===== src/rtl/rv_pkg.sv =====
// Shared write-back types and sizes for the register-file write path.
package rv_pkg;

    localparam int unsigned XLEN       = 32;
    localparam int unsigned REG_ADDR_W = 5;
    localparam int unsigned NUM_REGS   = 32;

    // One queued register write; live drops when a younger ALU write supersedes it
    typedef struct packed {
        logic                  live;
        logic [REG_ADDR_W-1:0] rd;
        logic [XLEN-1:0]       data;
    } wb_req_t;

    // Which producer owns the write port this cycle
    typedef enum logic [1:0] {
        GNT_IDLE  = 2'd0,
        GNT_ALU   = 2'd1,
        GNT_MDU   = 2'd2,
        GNT_FORCE = 2'd3
    } grant_e;

    function automatic logic [NUM_REGS-1:0] rd_onehot(input logic [REG_ADDR_W-1:0] rd);
        return NUM_REGS'(1) << rd;
    endfunction

endpackage


===== src/rtl/wb_fifo.sv =====
// Circular buffer of pending MDU writes with in-place kill and pending-register mask.
module wb_fifo
    import rv_pkg::*;
#(
    parameter  int unsigned DEPTH = 4,
    localparam int unsigned PTR_W = $clog2(DEPTH),
    localparam int unsigned CNT_W = PTR_W + 1
) (
    input  logic                  clk,
    input  logic                  rst,
    input  logic                  i_push,
    input  wb_req_t               i_push_req,
    input  logic                  i_pop,
    input  logic                  i_kill_en,
    input  logic [REG_ADDR_W-1:0] i_kill_rd,
    output wb_req_t               o_head_c,
    output logic                  o_empty,
    output logic                  o_ready,
    output logic [CNT_W-1:0]      o_count,
    output logic [NUM_REGS-1:0]   o_pending_mask
);

    wb_req_t               r_mem [DEPTH];
    wb_req_t               w_mem_nxt [DEPTH];
    logic [PTR_W-1:0]      r_wptr;
    logic [PTR_W-1:0]      r_rptr;
    logic [CNT_W-1:0]      r_count;
    logic [CNT_W-1:0]      w_count_nxt;
    logic                  r_empty;
    logic                  r_ready;
    logic [NUM_REGS-1:0]   r_mask;
    logic [NUM_REGS-1:0]   w_mask_nxt;

    // Next storage image: kill matching entries, retire the popped slot, insert the push
    always_comb begin
        for (int i = 0; i < DEPTH; i++) begin
            w_mem_nxt[i] = r_mem[i];
            if (i_kill_en && (r_mem[i].rd == i_kill_rd)) begin
                w_mem_nxt[i].live = 1'b0;
            end
        end
        if (i_pop) begin
            w_mem_nxt[r_rptr].live = 1'b0;
        end
        if (i_push) begin
            w_mem_nxt[r_wptr]      = i_push_req;
            w_mem_nxt[r_wptr].live = i_push_req.live &&
                                     !(i_kill_en && (i_push_req.rd == i_kill_rd));
        end
    end

    // Occupancy and pending mask as they will stand after this edge
    always_comb begin
        w_count_nxt = r_count + CNT_W'(i_push) - CNT_W'(i_pop);
        w_mask_nxt  = '0;
        for (int i = 0; i < DEPTH; i++) begin
            if (w_mem_nxt[i].live) begin
                w_mask_nxt = w_mask_nxt | rd_onehot(w_mem_nxt[i].rd);
            end
        end
    end

    // Storage, pointers and registered status
    always_ff @(posedge clk) begin
        if (rst) begin
            for (int i = 0; i < DEPTH; i++) begin
                r_mem[i] <= '0;
            end
            r_wptr  <= '0;
            r_rptr  <= '0;
            r_count <= '0;
            r_empty <= 1'b1;
            r_ready <= 1'b0;
            r_mask  <= '0;
        end else begin
            for (int i = 0; i < DEPTH; i++) begin
                r_mem[i] <= w_mem_nxt[i];
            end
            if (i_push) begin
                r_wptr <= r_wptr + PTR_W'(1);
            end
            if (i_pop) begin
                r_rptr <= r_rptr + PTR_W'(1);
            end
            r_count <= w_count_nxt;
            r_empty <= (w_count_nxt == '0);
            r_ready <= (w_count_nxt != CNT_W'(DEPTH));
            r_mask  <= w_mask_nxt;
        end
    end

    assign o_head_c       = r_mem[r_rptr];
    assign o_empty        = r_empty;
    assign o_ready        = r_ready;
    assign o_count        = r_count;
    assign o_pending_mask = r_mask;

endmodule


===== src/rtl/regfile_write_arbiter.sv =====
// Merges ALU and MDU write-backs onto the single register-file write port.
module regfile_write_arbiter
    import rv_pkg::*;
#(
    parameter  int unsigned DEPTH        = 4,
    parameter  int unsigned STARVE_LIMIT = 8,
    localparam int unsigned CNT_W        = $clog2(DEPTH) + 1,
    localparam int unsigned STARVE_W     = $clog2(STARVE_LIMIT + 1)
) (
    input  logic                  clk,
    input  logic                  rst,
    input  logic                  alu_valid,
    input  logic [REG_ADDR_W-1:0] alu_rd,
    input  logic [XLEN-1:0]       alu_data,
    output logic                  alu_stall,
    input  logic                  mdu_valid,
    output logic                  mdu_ready,
    input  logic [REG_ADDR_W-1:0] mdu_rd,
    input  logic [XLEN-1:0]       mdu_data,
    output logic                  WE3,
    output logic [REG_ADDR_W-1:0] AD3,
    output logic [XLEN-1:0]       WD3,
    output logic [NUM_REGS-1:0]   pending_mask,
    output logic [CNT_W-1:0]      fifo_count
);

    wb_req_t               w_push_req;
    wb_req_t               w_head;
    logic                  w_push;
    logic                  w_pop;
    logic                  w_kill_en;
    logic                  w_fifo_empty;
    logic                  w_fifo_ready;
    logic                  w_force;
    grant_e                w_grant;

    logic                  r_we3;
    logic [REG_ADDR_W-1:0] r_ad3;
    logic [XLEN-1:0]       r_wd3;
    logic [STARVE_W-1:0]   r_starve;
    logic                  w_we_nxt;
    logic [REG_ADDR_W-1:0] w_ad_nxt;
    logic [XLEN-1:0]       w_wd_nxt;
    logic [STARVE_W-1:0]   w_starve_nxt;

    // Writes to x0 are never live, so they never show up as pending
    assign w_push_req = {(mdu_rd != '0), mdu_rd, mdu_data};
    assign w_push     = mdu_valid && w_fifo_ready;
    assign w_force    = (r_starve == STARVE_W'(STARVE_LIMIT)) && !w_fifo_empty;
    assign alu_stall  = w_force && alu_valid;

    wb_fifo #(
        .DEPTH (DEPTH)
    ) u_fifo (
        .clk            (clk),
        .rst            (rst),
        .i_push         (w_push),
        .i_push_req     (w_push_req),
        .i_pop          (w_pop),
        .i_kill_en      (w_kill_en),
        .i_kill_rd      (alu_rd),
        .o_head_c       (w_head),
        .o_empty        (w_fifo_empty),
        .o_ready        (w_fifo_ready),
        .o_count        (fifo_count),
        .o_pending_mask (pending_mask)
    );

    // Priority pick: starvation drain, then ALU, then queued MDU
    always_comb begin
        w_grant = GNT_IDLE;
        if (w_force) begin
            w_grant = GNT_FORCE;
        end else if (alu_valid) begin
            w_grant = GNT_ALU;
        end else if (!w_fifo_empty) begin
            w_grant = GNT_MDU;
        end
    end

    // Next write-port contents, FIFO control and starvation count for the grant
    always_comb begin
        w_we_nxt     = 1'b0;
        w_ad_nxt     = r_ad3;
        w_wd_nxt     = r_wd3;
        w_starve_nxt = r_starve;
        w_pop        = 1'b0;
        w_kill_en    = 1'b0;
        case (w_grant)
            GNT_FORCE, GNT_MDU: begin
                w_pop        = 1'b1;
                w_we_nxt     = w_head.live && (w_head.rd != '0);
                w_ad_nxt     = w_head.rd;
                w_wd_nxt     = w_head.data;
                w_starve_nxt = '0;
            end
            GNT_ALU: begin
                w_we_nxt  = (alu_rd != '0);
                w_ad_nxt  = alu_rd;
                w_wd_nxt  = alu_data;
                w_kill_en = (alu_rd != '0);
                if (w_fifo_empty) begin
                    w_starve_nxt = '0;
                end else if (r_starve != STARVE_W'(STARVE_LIMIT)) begin
                    w_starve_nxt = r_starve + STARVE_W'(1);
                end
            end
            default: begin
            end
        endcase
    end

    // Registered write port and starvation counter
    always_ff @(posedge clk) begin
        if (rst) begin
            r_we3    <= 1'b0;
            r_ad3    <= '0;
            r_wd3    <= '0;
            r_starve <= '0;
        end else begin
            r_we3    <= w_we_nxt;
            r_ad3    <= w_ad_nxt;
            r_wd3    <= w_wd_nxt;
            r_starve <= w_starve_nxt;
        end
    end

    assign WE3       = r_we3;
    assign AD3       = r_ad3;
    assign WD3       = r_wd3;
    assign mdu_ready = w_fifo_ready;

endmodule

===== config.mk =====
export PLATFORM = sky130hd
export DESIGN_NAME = regfile_write_arbiter
export DESIGN_NICKNAME = d
export VERILOG_FILES = /design/src/rtl/rv_pkg.sv /design/src/rtl/wb_fifo.sv /design/src/rtl/regfile_write_arbiter.sv
export SDC_FILE = /design/constraint.sdc
export NUM_CORES = 1
export LEC_CHECK = 0
export BUFFER_PORTS_ARGS = -buffer_cell sky130_fd_sc_hd__clkbuf_2
export CAP_MARGIN = 20
export CORE_MARGIN = 1
export CORE_UTILIZATION = 40
export CTS_BUF_LIST = sky130_fd_sc_hd__clkbuf_4
export CTS_CLUSTER_SIZE = 12
export DETAILED_ROUTE_END_ITERATION = 7
export PLACE_DENSITY_LB_ADDON = 0.2
export SLEW_MARGIN = 20
export SYNTH_ARGS = -nofsm -noshare
export SYNTH_HDL_FRONTEND = slang
export SYNTH_SLANG_ARGS = --single-unit

===== constraint.sdc =====
create_clock -name clk -period 8.62 [get_ports clk]
set_input_delay 0.862 -clock clk [delete_from_list [all_inputs] [get_ports clk]]
set_output_delay 0.862 -clock clk [all_outputs]
set_load 0.02 [all_outputs]

# Word-level counts from Yosys, hierarchy flattened
# Memory sizes are Yosys's and may differ from the RTL's. A register that Yosys moved wholly into a read port is not among the register bits.
# Cells that the tools add are included.
[totals] reg_bits=83 mem_bits_rw=152 inputBits=78 memories=1
[classes] add_sub_neg=5 n_lt_le_gt_ge=4 n_eq_ne=12 n_shift=4 n_mux=39 bitwise=9 n_reduce_logical=21
[mem_list] memory="u_fifo.r_mem" words=4 width=38 rd=5 rd_clocked_by_memory_dff=1 wr=4 line_no="wb_fifo.sv:23" source="wb_req_t r_mem [DEPTH];"
[op_table] cell="bitwise mux 152 bit" n=3
[op_table] cell="2-to-1 mux 152 bit" n=2
[op_table] cell="2-to-1 mux 38 bit" n=7
[op_table] cell="demux 38 bit (select 2 bit)" n=3
[op_table] cell="2-to-1 mux 32 bit" n=4
[op_table] cell="left shift 1 x 5 -> 32 bit, first input constant" n=4
[op_table] cell="OR 32 bit" n=3
[op_table] cell="one-hot mux 32 bit (2 select lines)" n=1
[op_table] cell="equality test 5 bit" n=5
[op_table] cell="nonzero test 5 bit" n=3
[op_table] cell="logical AND 1 bit" n=12
[op_table] cell="2-to-1 mux 2 bit" n=5
[op_table] cell="one-hot mux 5 bit (2 select lines)" n=1
[op_table] cell="2-to-1 mux 1 bit" n=9
[op_table] cell="2-to-1 mux 4 bit" n=2
[op_table] cell="one-hot mux 4 bit (2 select lines)" n=1
[op_table] cell="greater-or-equal comparator 3 bit, second input constant" n=2
[op_table] cell="< comparator 3 x 1 -> 1 bit, second input constant" n=2
[op_table] cell="inverter 2 -> 3 bit" n=2
[op_table] cell="adder 2 x 1 -> 2 bit, second input constant" n=2
[op_table] cell="adder 4 x 1 -> 4 bit, second input constant" n=1
[op_table] cell="equality test 2 bit, second input constant" n=2
[op_table] cell="equality test 4 bit, second input constant" n=1
[op_table] cell="!= test 4 bit, second input constant" n=1
[op_table] cell="other kinds (12)" n=16

# Logic depth before layout (Yosys ltp)
# Gate-level depths: netlist (run 1).
[depth] depth_word=20 ltp_mapped=13

# By module
# From an unflattened synthesis (run 1), not the netlist that was laid out.
[unflattened] hier_cells=1358 area_unflattened_um2=11686.2
[by_module_without_submodules] mod="wb_fifo" instances=1 cells_each=1101 area_each_um2=9355.2 seq_area_each_um2=3903.7
[by_module_without_submodules] mod="regfile_write_arbiter" instances=1 cells_each=257 area_each_um2=2331.0 seq_area_each_um2=840.8

# Worst setup path after synthesis (run 1)
# Ideal clock, no wire load.
[synth_timing] path_type="input-to-reg" startpoint="input alu_valid" endpoint="register u_fifo.r_empty (netlist: u_fifo.o_empty)" t_arrival_ns=2.776 path_slack_ns=5.766 cell_stages=10 cell_sequence="a21oi_1 -> ha_1 -> inv_1 -> ha_1 -> inv_1 -> fa_1 -> xnor2_1 -> xnor2_1 -> nor2b_1 -> nor3_1"
[synth_via] elab_chain_len=7 elab_cells_between_ends=8 cone_classes="1 x add/sub; 2 x eq/ne; 3 x mux; 2 x reduce/logical"
[synth_rtl] element="start: declaration" line_no="regfile_write_arbiter.sv:12" source="input logic alu_valid,"
[synth_rtl] element="2-to-1 mux 2 bit (*)" line_no="regfile_write_arbiter.sv:74" source="end else if (alu_valid) begin"
[synth_rtl] element="2-to-1 mux 2 bit (*)" line_no="regfile_write_arbiter.sv:72" source="if (w_force) begin"
[synth_rtl] element="equality test 2 bit" line_no="regfile_write_arbiter.sv:89" source="case (w_grant)"
[synth_rtl] element="OR reduction 2 bit (*)" line_no="regfile_write_arbiter.sv:89"
[synth_rtl] element="2-to-1 mux 1 bit (*)" line_no="regfile_write_arbiter.sv:89"
[synth_rtl] element="subtractor 3 x 1 -> 3 bit (*)" line_no="wb_fifo.sv:54" source="w_count_nxt = r_count + CNT_W'(i_push) - CNT_W'(i_pop);"
[synth_rtl] element="zero test 3 bit (*)" line_no="wb_fifo.sv:86" source="r_empty <= (w_count_nxt == '0);"
[synth_rtl] element="end signal: assignment" line_no="wb_fifo.sv:86"
[synth_rtl] element="end: declaration" line_no="wb_fifo.sv:29" source="logic r_empty;"
# Every way passes the cells marked *; elsewhere a longest branch is shown, timed or not.
# A chain may end at the register's enable or synchronous reset.

# Worst setup path after layout (run 1)
[layout_timing] startpoint="register u_fifo.r_wptr[1]" endpoint="register u_fifo.r_mask[23] (netlist: u_fifo.o_pending_mask[23])"
[layout_via] elab_chain_len=16 elab_cells_between_ends=22 cone_classes="2 x order compare; 4 x shift; 11 x mux; 4 x bitwise; 1 x reduce/logical"
[layout_rtl] element="start: declaration" line_no="wb_fifo.sv:25" source="logic [PTR_W-1:0] r_wptr;"
[layout_rtl] element="start signal: assignment" line_no="wb_fifo.sv:80" source="r_wptr <= r_wptr + PTR_W'(1);"
[layout_rtl] element="inverter 2 -> 3 bit (*)" line_no="wb_fifo.sv:46, wb_fifo.sv:48"
[layout_rtl] element="greater-or-equal comparator 3 bit (implied by the code) / < comparator 3 x 1 -> 1 bit (equally long branches)" line_no="wb_fifo.sv:46, wb_fifo.sv:47"
[layout_rtl] element="logical AND 1 bit" line_no="wb_fifo.sv:46, wb_fifo.sv:47"
[layout_rtl] element="2-to-1 mux 38 bit (implied by the code)" line_no="wb_fifo.sv:46" source="w_mem_nxt[r_wptr] = i_push_req;"
[layout_rtl] element="demux 38 bit (select 2 bit)" line_no="wb_fifo.sv:46"
[layout_rtl] element="bitwise mux 152 bit" line_no="wb_fifo.sv:46"
[layout_rtl] element="bitwise mux 152 bit (*)" line_no="wb_fifo.sv:47" source="w_mem_nxt[r_wptr].live = i_push_req.live &&"
[layout_rtl] element="2-to-1 mux 152 bit (*)" line_no="wb_fifo.sv:45" source="if (i_push) begin"
[layout_rtl] element="left shift 1 x 5 -> 32 bit" line_no="rv_pkg.sv:24" source="return NUM_REGS'(1) << rd;"
[layout_rtl] element="2-to-1 mux 32 bit" line_no="wb_fifo.sv:57" source="if (w_mem_nxt[i].live) begin"
[layout_rtl] element="OR 32 bit" line_no="wb_fifo.sv:58" source="w_mask_nxt = w_mask_nxt | rd_onehot(w_mem_nxt[i].rd);"
[layout_rtl] element="2-to-1 mux 32 bit" line_no="wb_fifo.sv:57"
[layout_rtl] element="OR 32 bit" line_no="wb_fifo.sv:58"
[layout_rtl] element="2-to-1 mux 32 bit" line_no="wb_fifo.sv:57"
[layout_rtl] element="OR 32 bit" line_no="wb_fifo.sv:58"
[layout_rtl] element="2-to-1 mux 32 bit (*)" line_no="wb_fifo.sv:57"
[layout_rtl] element="end signal: assignment" line_no="wb_fifo.sv:88" source="r_mask <= w_mask_nxt;"
[layout_rtl] element="end: declaration" line_no="wb_fifo.sv:31" source="logic [NUM_REGS-1:0] r_mask;"
# Marked as above.

==> results of run 1 <==
## per-stage QoR
step,hold slack (ns),power (mW)
after floorplan,0.433,1.81
after global placement,0.438,2.03
after detailed placement,0.444,2.04
after CTS,0.420,3.14
after global routing,0.422,3.29
final,0.450,3.10
## critical path, cell delays in order (launching register included)
cell	delay, ns
dfxtp_1	0.36
inv_1	0.07
ha_1	0.20
nand3_2	0.06
buf_4	0.56
mux2i_1	0.35
nor2_1	0.78
nand3_1	0.34
o221ai_1	0.32
## flip-flops by register name, indices dropped and copies added, names as in the netlist, named ones only
name and flops:
AD3 5, WD3 32, WE3 1, r_starve 4
u_fifo.o_count 3, u_fifo.o_empty 1, u_fifo.o_pending_mask 32, u_fifo.o_ready 1
u_fifo.r_mem 152, u_fifo.r_rptr 2, u_fifo.r_wptr 2
## power by group
group | leakage, nW | total [mW] | switching [mW] | internal (mW)
logic | 2.41 | 0.738 | 0.472 | 0.266
registers | 1.92 | 1.28 | 0.0830 | 1.20
clock network | 0.520 | 1.09 | 0.479 | 0.606
## final cells by class
type                       instances  area (µm²)
fill                            2817       14700
multi-input combinational       1002        6170
sequential                       237        4750
timing repair buffer             166         892
clock buffer                      97         728
tap                              378         473
clock inverter                    16         151
inverter                          30         113
antenna                            1        2.50
## worst paths after layout
path	from	endpoint	slack, ns
setup reg to reg	u_fifo.r_wptr[1]$_SDFFE_PP0P_	u_fifo.o_pending_mask[23]$_SDFF_PP0_	5.46
setup / recovery	u_fifo.r_wptr[1]$_SDFFE_PP0P_	u_fifo.o_pending_mask[23]$_SDFF_PP0_	5.46
hold reg to reg	u_fifo.r_mem[0][4]$_SDFFE_PP0P_	u_fifo.r_mem[0][4]$_SDFFE_PP0P_	0.45
hold / removal	u_fifo.r_mem[0][4]$_SDFFE_PP0P_	u_fifo.r_mem[0][4]$_SDFFE_PP0P_	0.45
## Yosys cell counts, types with 8 or more instances
cell type,count
a32oi_1,16
ha_1,12
nand2b_1,12
xnor2_1,23
nand3_1,37
o211ai_1,8
buf_1,16
mux2i_1,36
dfxtp_1,237
nand2_1,334
clkbuf_1,81
buf_2,8
a31oi_1,17
a21oi_1,177
inv_1,30
o21ai_0,18
nor2b_1,9
nor2_1,116
a22oi_1,29
mux4_2,38
a211oi_1,34
## metal layers
metal  global-route usage  part of all wire  vias to the layer above
li1                     -                 -                     5110
met1                0.316              0.44                     4980
met2                0.385              0.46                      475
met3               0.0509             0.072                       98
met4                0.116             0.033                        2
met5                    0           0.00037                        -
## placed cells by master (no fill, tap or decap), types with 13 or more instances in the layout
cell	n
dfxtp_1	235
a211oi_1	34
xnor2_1	23
a22oi_1	29
mux4_2	38
a31oi_1	17
nand3_1	33
buf_4	13
a21oi_1	177
nor2_1	116
inv_1	30
mux2i_1	36
o21ai_0	18
a32oi_1	16
clkbuf_4	97
clkbuf_2	151
nand2_1	332
## cell families (layout without fill, tap and decap cells)
group | Yosys count | count (layout)
AOI/OAI and AO/OA | 340 | 340
xor gates and xnor gates | 29 | 29
adders and majority gates | 13 | 13
buffers and inverters | 140 | 309
DFF | 237 | 237
muxes | 74 | 74
other | 0 | 1
and+or+nand+nor | 546 | 546
==> out/metrics.yaml, run 1 <==
outcome:
  status: "finished clean"
global_route:
  antenna_found_initial: 2
  grt-ovfl-total: 0
  grt_max_degree: 126
  grt_pass1_vias: 10218
  grt_pass1_wl_mm: 55.5
  track_usage: 0.243
cells_and_area:
  postLayoutCoreUtil: 0.475
  fin_nets: 1596
  drive_above_1_share: 0.218
  postLayoutCellArea_um2: 13300
  stdcell_count: 1927
  syn2layout_area_growth_pct: 16.0
sta:
  hold_viol: 0
  slew_viol_final: 0
  fin_crit_sh: 0.367
  fin_crit_ns: 3.16
  clock_skew_ns: 0.0281
  setup_violations: 0
  rsz0062_at_grt: "no"
  fmax_mhz: 316
  timing.slew.headroom: 0.285
  setup_slack_ns: 5.46
  finalSetupTns_ns: 0
  worstMarginPinSlew_ns: 1.07
hold_path:
  whs_path_depth: 2
  hold_path_class: "reg -> reg"
routing:
  ant_nets: 0
  drc: 0
  drt_first_pass_iters: 5
  via_per_inst: 5.53
  drt-initial-drc-count: 887
  wl_per_cell_um: 18.5
  vias: 10665
  drt_wl_total_mm: 35.6
placement:
  placedCellCount: 1812
  place_congestion: 0.924
  post-place-ws_ns: 4.95
  io_buffers: 152
  placed_cell_area_um2: 12400
  dpl.hpwl_mm: 21.3
clock_tree:
  cts.sinks: 237
  cts_tree: "done"
  post-cts-setup-buffers: 0
  path_clk_slew_ns: 0.06
  clock-root-buffer: "clkbuf_4"
  clock_latency_ns: 0.65
  cts_hold_buf: 0
  ctsResizeCount: 0
  cts_htree_levels: 3
  clock_tree.buffer_depth: 3
  cts_made_buffers: 68
logic_synthesis:
  synth_compound_area_frac: 0.194
  yosys.area.top_type_share: 0.414
  netlist_instances: 1379
  synth_seq_cells: 237
  syn_area_um2: 11500
  syn_nets: 1470
  synth_edf_count: 0
  avgSynthCellArea_um2: 8.30
  synth.distinct_cells: 62
  synthMuxAreaShare: 0.106
  async_reset_ff_frac: 0
  netlist_top_cells_area: "dfxtp_1, nand2_1, a21oi_1"
  yosysWarnings: 0
  synth_fa_ha_area_frac: 0.0149
  synth_xor_area_frac: 0.0222
  ys_seq_area_frac: 0.414
  synth-simple-area-share: 0.199
  synth_top_family_by_area: "simple AND/OR/NAND/NOR gates"
  ys.flop_type: "dfxtp_1"
  yosysTopAreaCell: "dfxtp_1"
floorplan:
  die_w_um: 171
  fp-row-count: 61
  die_h_um: 171
  start_util: 0.410
  core_area_um2: 27900
  dieArea_um2: 29300
  num_io_pins: 153
run:
  maxCapViolCount: 0
critical_path:
  crit_path_start_kind: "flop"
  end_kind: "flop"
  arrival_ns: 3.70
  path_max_fanout: 58
  r2r_cells: 8
  cp.required_ns: 9.15
  critPathKind: "reg -> reg"
pwr:
  p_per_area_nw_per_um2: 234
  ir_drop_mv: 0.101
  leakage_nw: 4.85
No activity file was read; power rests on OpenSTA's default activity.
==> run 2: changes to the inputs <==
Clock period 8.62 ns to 2.7 ns, I/O delays scaled along.
==> run 2 against run 1 <==
  * Wire length increased by 3.4%
  * Worst setup slack got worse by 5.3 ns
  * Hold slack got worse by 0.39 ns
  * Flip-flop and latch count unchanged
  * First-iteration DRC count decreased by 4.5%
  * Sequential power increased to 3.2 times the previous value
  * Die area unchanged
  * Clock power increased to 3.0 times the previous value
==> out/metrics.yaml, run 2 (synthesized netlist as in run 1, its figures left out) <==
clock_tree:
  clock_latency_ns: 0.69
  cts_tree: "done"
  cts.sinks: 237
  clock_tree.buffer_depth: 3
  clock-root-buffer: "clkbuf_4"
  path_clk_slew_ns: 0.06
  cts_made_buffers: 67
  cts_htree_levels: 3
pwr:
  ir_drop_mv: 0.366
  swShare: 0.340
  seq_power_share: 0.410
  leakage_nw: 5.33
  p_sw_mw: 3.37
  p_per_area_nw_per_um2: 696
  p_comb_frac: 0.264
  pwr-share-clk: 0.326
  intPower_mw: 6.54
global_route:
  track_usage: 0.254
  met2_usage: 0.416
  busiest_layer: "met2"
  grt-ovfl-total: 0
  antenna_found_initial: 1
  grt.met1_usage: 0.315
  grt_max_degree: 69
  grt_pass1_vias: 10733
  met3_usage: 0.0601
  grt_pass1_wl_mm: 57.8
outcome:
  status: "finished clean"
floorplan:
  core_area_um2: 27900
  start_util: 0.410
  fp-row-count: 61
  die_h_um: 171
  dieArea_um2: 29300
  num_io_pins: 153
  die_w_um: 171
cells_and_area:
  syn2layout_area_growth_pct: 24.3
  postLayoutCellArea_um2: 14200
  largest_register_ffs: 152
  fin_nets: 1707
  stdcell_count: 2040
  n_fill_cell: 2722
  regMostFlops: "u_fifo.r_mem"
  most-common-layout-cells: "nand2_1, dfxtp_1, a21oi_1, clkbuf_2, nor2_1"
  postLayoutCoreUtil: 0.510
  drive_above_1_share: 0.231
  final_common_cell: "nand2_1"
routing:
  via_per_inst: 5.44
  drc: 0
  vias: 11097
  wl_per_cell_um: 18.0
  drt_wl_total_mm: 36.8
  drt_first_pass_iters: 6
  ant_nets: 0
  drt-initial-drc-count: 847
placement:
  io_buffers: 152
  placedCellCount: 1859
  placed_cell_area_um2: 12700
  place_congestion: 0.945
  dpl.hpwl_mm: 23.6
critical_path:
  end_kind: "flop"
  cp.required_ns: 3.23
  critPathKind: "reg -> reg"
  arrival_ns: 3.06
  crit_path_start_kind: "flop"
  path_max_fanout: 18
sta:
  slew_viol_final: 0
  fmax_mhz: 395
  setup_violations: 0
  worstMarginPinSlew_ns: 0.808
  timing.slew.headroom: 0.457
  hold_viol: 0
  rsz0062_at_grt: "no"
  finalSetupTns_ns: 0
  clock_skew_ns: 0.0423
  fin_crit_ns: 2.53
  fin_crit_sh: 0.937
run:
  maxCapViolCount: 0
hold_path:
  hold_path_class: "in -> reg"
## run 2: changes by cell type in the layout (fill, tap and decap cells not counted), moves of 2 or more
| cell | previous run | this run |
|---|---|---|
| dlygate4sd3_1 | 0 | 65 |
| buf_4 | 13 | 60 |
| clkinv_1 | 7 | 12 |
| bufinv_16 | 3 | 1 |
| clkbuf_4 | 97 | 94 |
## run 2: repair_timing
item / CTS / global route
hold buffers: 65 / 0
endpoints found under the setup margin: 0 / 19
hold endpoints to repair: 161 / 0
setup buffers: 0 / 1
gates resized for setup: 0 / 3
## run 2: per-layer routing
layer	wire length [µm]	part of all wire	vias up
met5	0	0	-
met4	1290	0.035	0
met3	2850	0.077	98
met2	17400	0.47	464
met1	15200	0.41	5200
li1	-	-	5335
## run 2: metrics by stage
step                      hold slack (ns)  worst slack, ns  power (mW)
after global placement              0.439            0.101        6.61
after detailed placement            0.446           0.0540        6.65
final                              0.0602            0.170        9.91
after CTS                          0.0138           0.0459        10.0
after global routing               0.0241          0.00510        10.5
after floorplan                     0.406            0.157        5.78
## run 2: worst paths after layout
kind	startpoint	end	slack, ns	depth (start not counted)
worst min register to register	u_fifo.r_mem[0][23]$_SDFFE_PP0P_	u_fifo.r_mem[0][23]$_SDFFE_PP0P_	0.45	2
worst max-delay path	r_starve[1]$_SDFFE_PP0P_	u_fifo.o_pending_mask[29]$_SDFF_PP0_	0.17	8
worst min-delay path	alu_valid	r_starve[1]$_SDFFE_PP0P_	0.06	3
worst max register to register	r_starve[1]$_SDFFE_PP0P_	u_fifo.o_pending_mask[29]$_SDFF_PP0_	0.17	8
## run 2: worst max-delay path, cell delays in order, from the launching register on
cell and delay [ns]:
dfxtp_1 0.38, inv_1 0.07, ha_1 0.21, nand4bb_1 0.19, o211ai_4 0.19, or4_1 0.65
o2bb2ai_4 0.31, nand3_1 0.25, o221ai_1 0.16
## run 2: layout make-up
type                       instances  area (µm²)  share of cell area
antenna                            1        2.50            0.000176
clock buffer                      94         706              0.0496
clock inverter                    20         116             0.00817
inverter                          30         113             0.00791
multi-input combinational       1002        6190               0.435
sequential                       237        4750               0.333
tap                              378         473              0.0332
timing repair buffer             278        1890               0.133
## run 2: power groups by stage
stage	sequential (mW)	combinational (mW)	clock (mW)
after floorplan	4.25	1.53	0
after global placement	4.12	2.49	0
after detailed placement	4.13	2.52	0
after CTS	4.06	2.60	3.34
after global routing	4.10	2.85	3.56
final	4.06	2.62	3.23
==> run 3: changes to the inputs <==
Clock period 2.7 ns to 2.4 ns, I/O delays scaled along.
==> run 3 against run 2 <==
  * Combinational power grew 21%
  * Die area is the same
  * Hold slack lost 0.019 ns
  * Critical path depth grew 5
  * Sequential power grew 12%
==> out/metrics.yaml, run 3 (synthesized netlist as in run 1, its figures left out) <==
outcome:
  status: "finished clean"
cells_and_area:
  drive_above_1_share: 0.250
  regMostFlops: "u_fifo.r_mem"
  postLayoutCoreUtil: 0.526
  final_common_cell: "nand2_1"
  fin_nets: 1740
  syn2layout_area_growth_pct: 28.3
  stdcell_count: 2070
  most-common-layout-cells: "nand2_1, dfxtp_1, a21oi_1, clkbuf_2, nor2_1"
  largest_register_ffs: 152
placement:
  place_congestion: 0.978
  io_buffers: 152
  dpl.hpwl_mm: 23.9
  placedCellCount: 1885
  post-place-ws_ns: -0.0459
sta:
  hold_viol: 0
  hold_ws_ns: 0.0416
  fin_crit_ns: 2.39
  setup_slack_ns: 0.00997
  timing.slew.headroom: 0.422
  slew_viol_final: 0
  worstMarginPinSlew_ns: 0.857
  fin_crit_sh: 0.996
  fmax_mhz: 418
  setup_violations: 0
  rsz0062_at_grt: "yes"
  clock_skew_ns: 0.0674
clock_tree:
  cts_made_buffers: 68
  cts_tree: "done"
  clock_tree.buffer_depth: 3
  cts.sinks: 237
  path_clk_slew_ns: 0.07
  clock_latency_ns: 0.71
  cts_htree_levels: 3
  clock-root-buffer: "clkbuf_4"
critical_path:
  r2r_cells: 13
  crit_slowest_cell: "fa_2"
  worstReg2RegStart: "r_starve[1]$_SDFFE_PP0P_"
  end_kind: "flop"
  cp_slowest_stage_delay_ns: 0.34
  cp.required_ns: 2.97
  r2r-end: "u_fifo.o_empty$_SDFF_PP1_"
  reg2reg_slack_ns: 0.01
  arrival_ns: 2.96
  crit_top_cell: "inv_2"
  path_max_fanout: 3
  crit_path_start_kind: "flop"
  critPathKind: "reg -> reg"
  crit_chain: "inv_2, ha_4, nand3b_1, a21oi_4, ha_1, inv_1, ha_2, inv_2, fa_2, xnor2_2, xnor2_1, nor2b_4, nor3_2"
routing:
  drt-initial-drc-count: 981
  drt_first_pass_iters: 5
  ant_nets: 0
  vias: 11276
  via_per_inst: 5.45
  wl_per_cell_um: 18.0
  drt_wl_total_mm: 37.2
  drc: 0
pwr:
  swShare: 0.341
  intPower_mw: 7.56
  p_sw_mw: 3.90
  p_per_area_nw_per_um2: 780
  pwr-share-clk: 0.326
  ir_drop_mv: 0.407
  seq_power_share: 0.396
  p_comb_frac: 0.278
  leakage_nw: 5.54
global_route:
  track_usage: 0.255
  grt_pass1_vias: 10871
  grt_max_degree: 111
  grt-ovfl-total: 0
  antenna_found_initial: 2
  grt_pass1_wl_mm: 58.3
floorplan:
  die_h_um: 171
  die_w_um: 171
  start_util: 0.410
  dieArea_um2: 29300
  core_area_um2: 27900
  num_io_pins: 153
  fp-row-count: 61
hold_path:
  hp-start: "mdu_rd[3]"
  hold_path_class: "in -> reg"
  whs_path_depth: 4
  hold_path_end: "u_fifo.r_mem[0][35]$_SDFF_PP0_"
run:
  maxCapViolCount: 0
## run 3: through the flow
step | power (mW) | setup TNS [ns] | cell area [µm²]
4_1_cts | 11.5 | 0 | 14600
3_3_place_gp | 7.58 | 0 | 13100
6_report | 11.5 | 0 | 14700
2_1_floorplan | 6.51 | 0 | 11500
5_1_grt | 12.1 | -0.113 | 14700
3_5_place_dp | 7.61 | -0.139 | 13100
## run 3: worst max-delay path by stage
stage	from	slack [ns]	endpoint
after floorplan	r_starve[0]$_SDFFE_PP0P_	0.004	u_fifo.o_empty$_SDFF_PP1_
after global placement	r_starve[1]$_SDFFE_PP0P_	0.05	u_fifo.o_pending_mask[31]$_SDFF_PP0_
after detailed placement	r_starve[1]$_SDFFE_PP0P_	-0.05	u_fifo.o_pending_mask[29]$_SDFF_PP0_
after CTS	r_starve[0]$_SDFFE_PP0P_	0.04	u_fifo.o_empty$_SDFF_PP1_
after global routing	r_starve[1]$_SDFFE_PP0P_	-0.11	u_fifo.o_empty$_SDFF_PP1_
final	r_starve[1]$_SDFFE_PP0P_	0.01	u_fifo.o_empty$_SDFF_PP1_
## run 3: routing by layer
metal,share of wire,vias to the layer above,track usage
li1,-,5399,-
met1,0.42,5325,0.322
met5,0.00035,-,0
met3,0.078,104,0.0644
met2,0.47,446,0.412
met4,0.031,2,0.106
## run 3: layout make-up
type                       instances  area (µm²)
multi-input combinational       1002        6250
antenna                            1        2.50
fill                            2752       13200
timing repair buffer             310        2270
clock buffer                      96         721
inverter                          30         113
tap                              378         473
sequential                       237        4750
clock inverter                    16         118
## run 3: critical path: cells and delay by family (launching register included)
family | cells | cell delay [ns]
flip-flops | 1 | 0.32
AND/OR/NAND/NOR | 3 | 0.39
AO/OA/AOI/OAI | 1 | 0.18
buffers and inverters | 3 | 0.15
adder cells (fa/ha/maj) | 4 | 0.87
XOR/XNOR | 2 | 0.37
## run 3: power by group through the flow
| stage | clock network (mW) | registers (mW) | logic [mW] |
|---|---|---|---|
| final | 3.74 | 4.54 | 3.18 |
| after floorplan | 0 | 4.79 | 1.72 |
| after global placement | 0 | 4.61 | 2.97 |
| after CTS | 3.85 | 4.53 | 3.10 |
| after global routing | 4.08 | 4.59 | 3.45 |
| after detailed placement | 0 | 4.62 | 2.99 |
## run 3: repair_timing
item                                    in CTS  in global routing
hold buffers                                70                  0
hold endpoints to repair                   186                  0
endpoints found under the setup margin       7                 32
pin swaps                                    0                  6
resized for setup                            1                 15
setup buffers                                0                  2
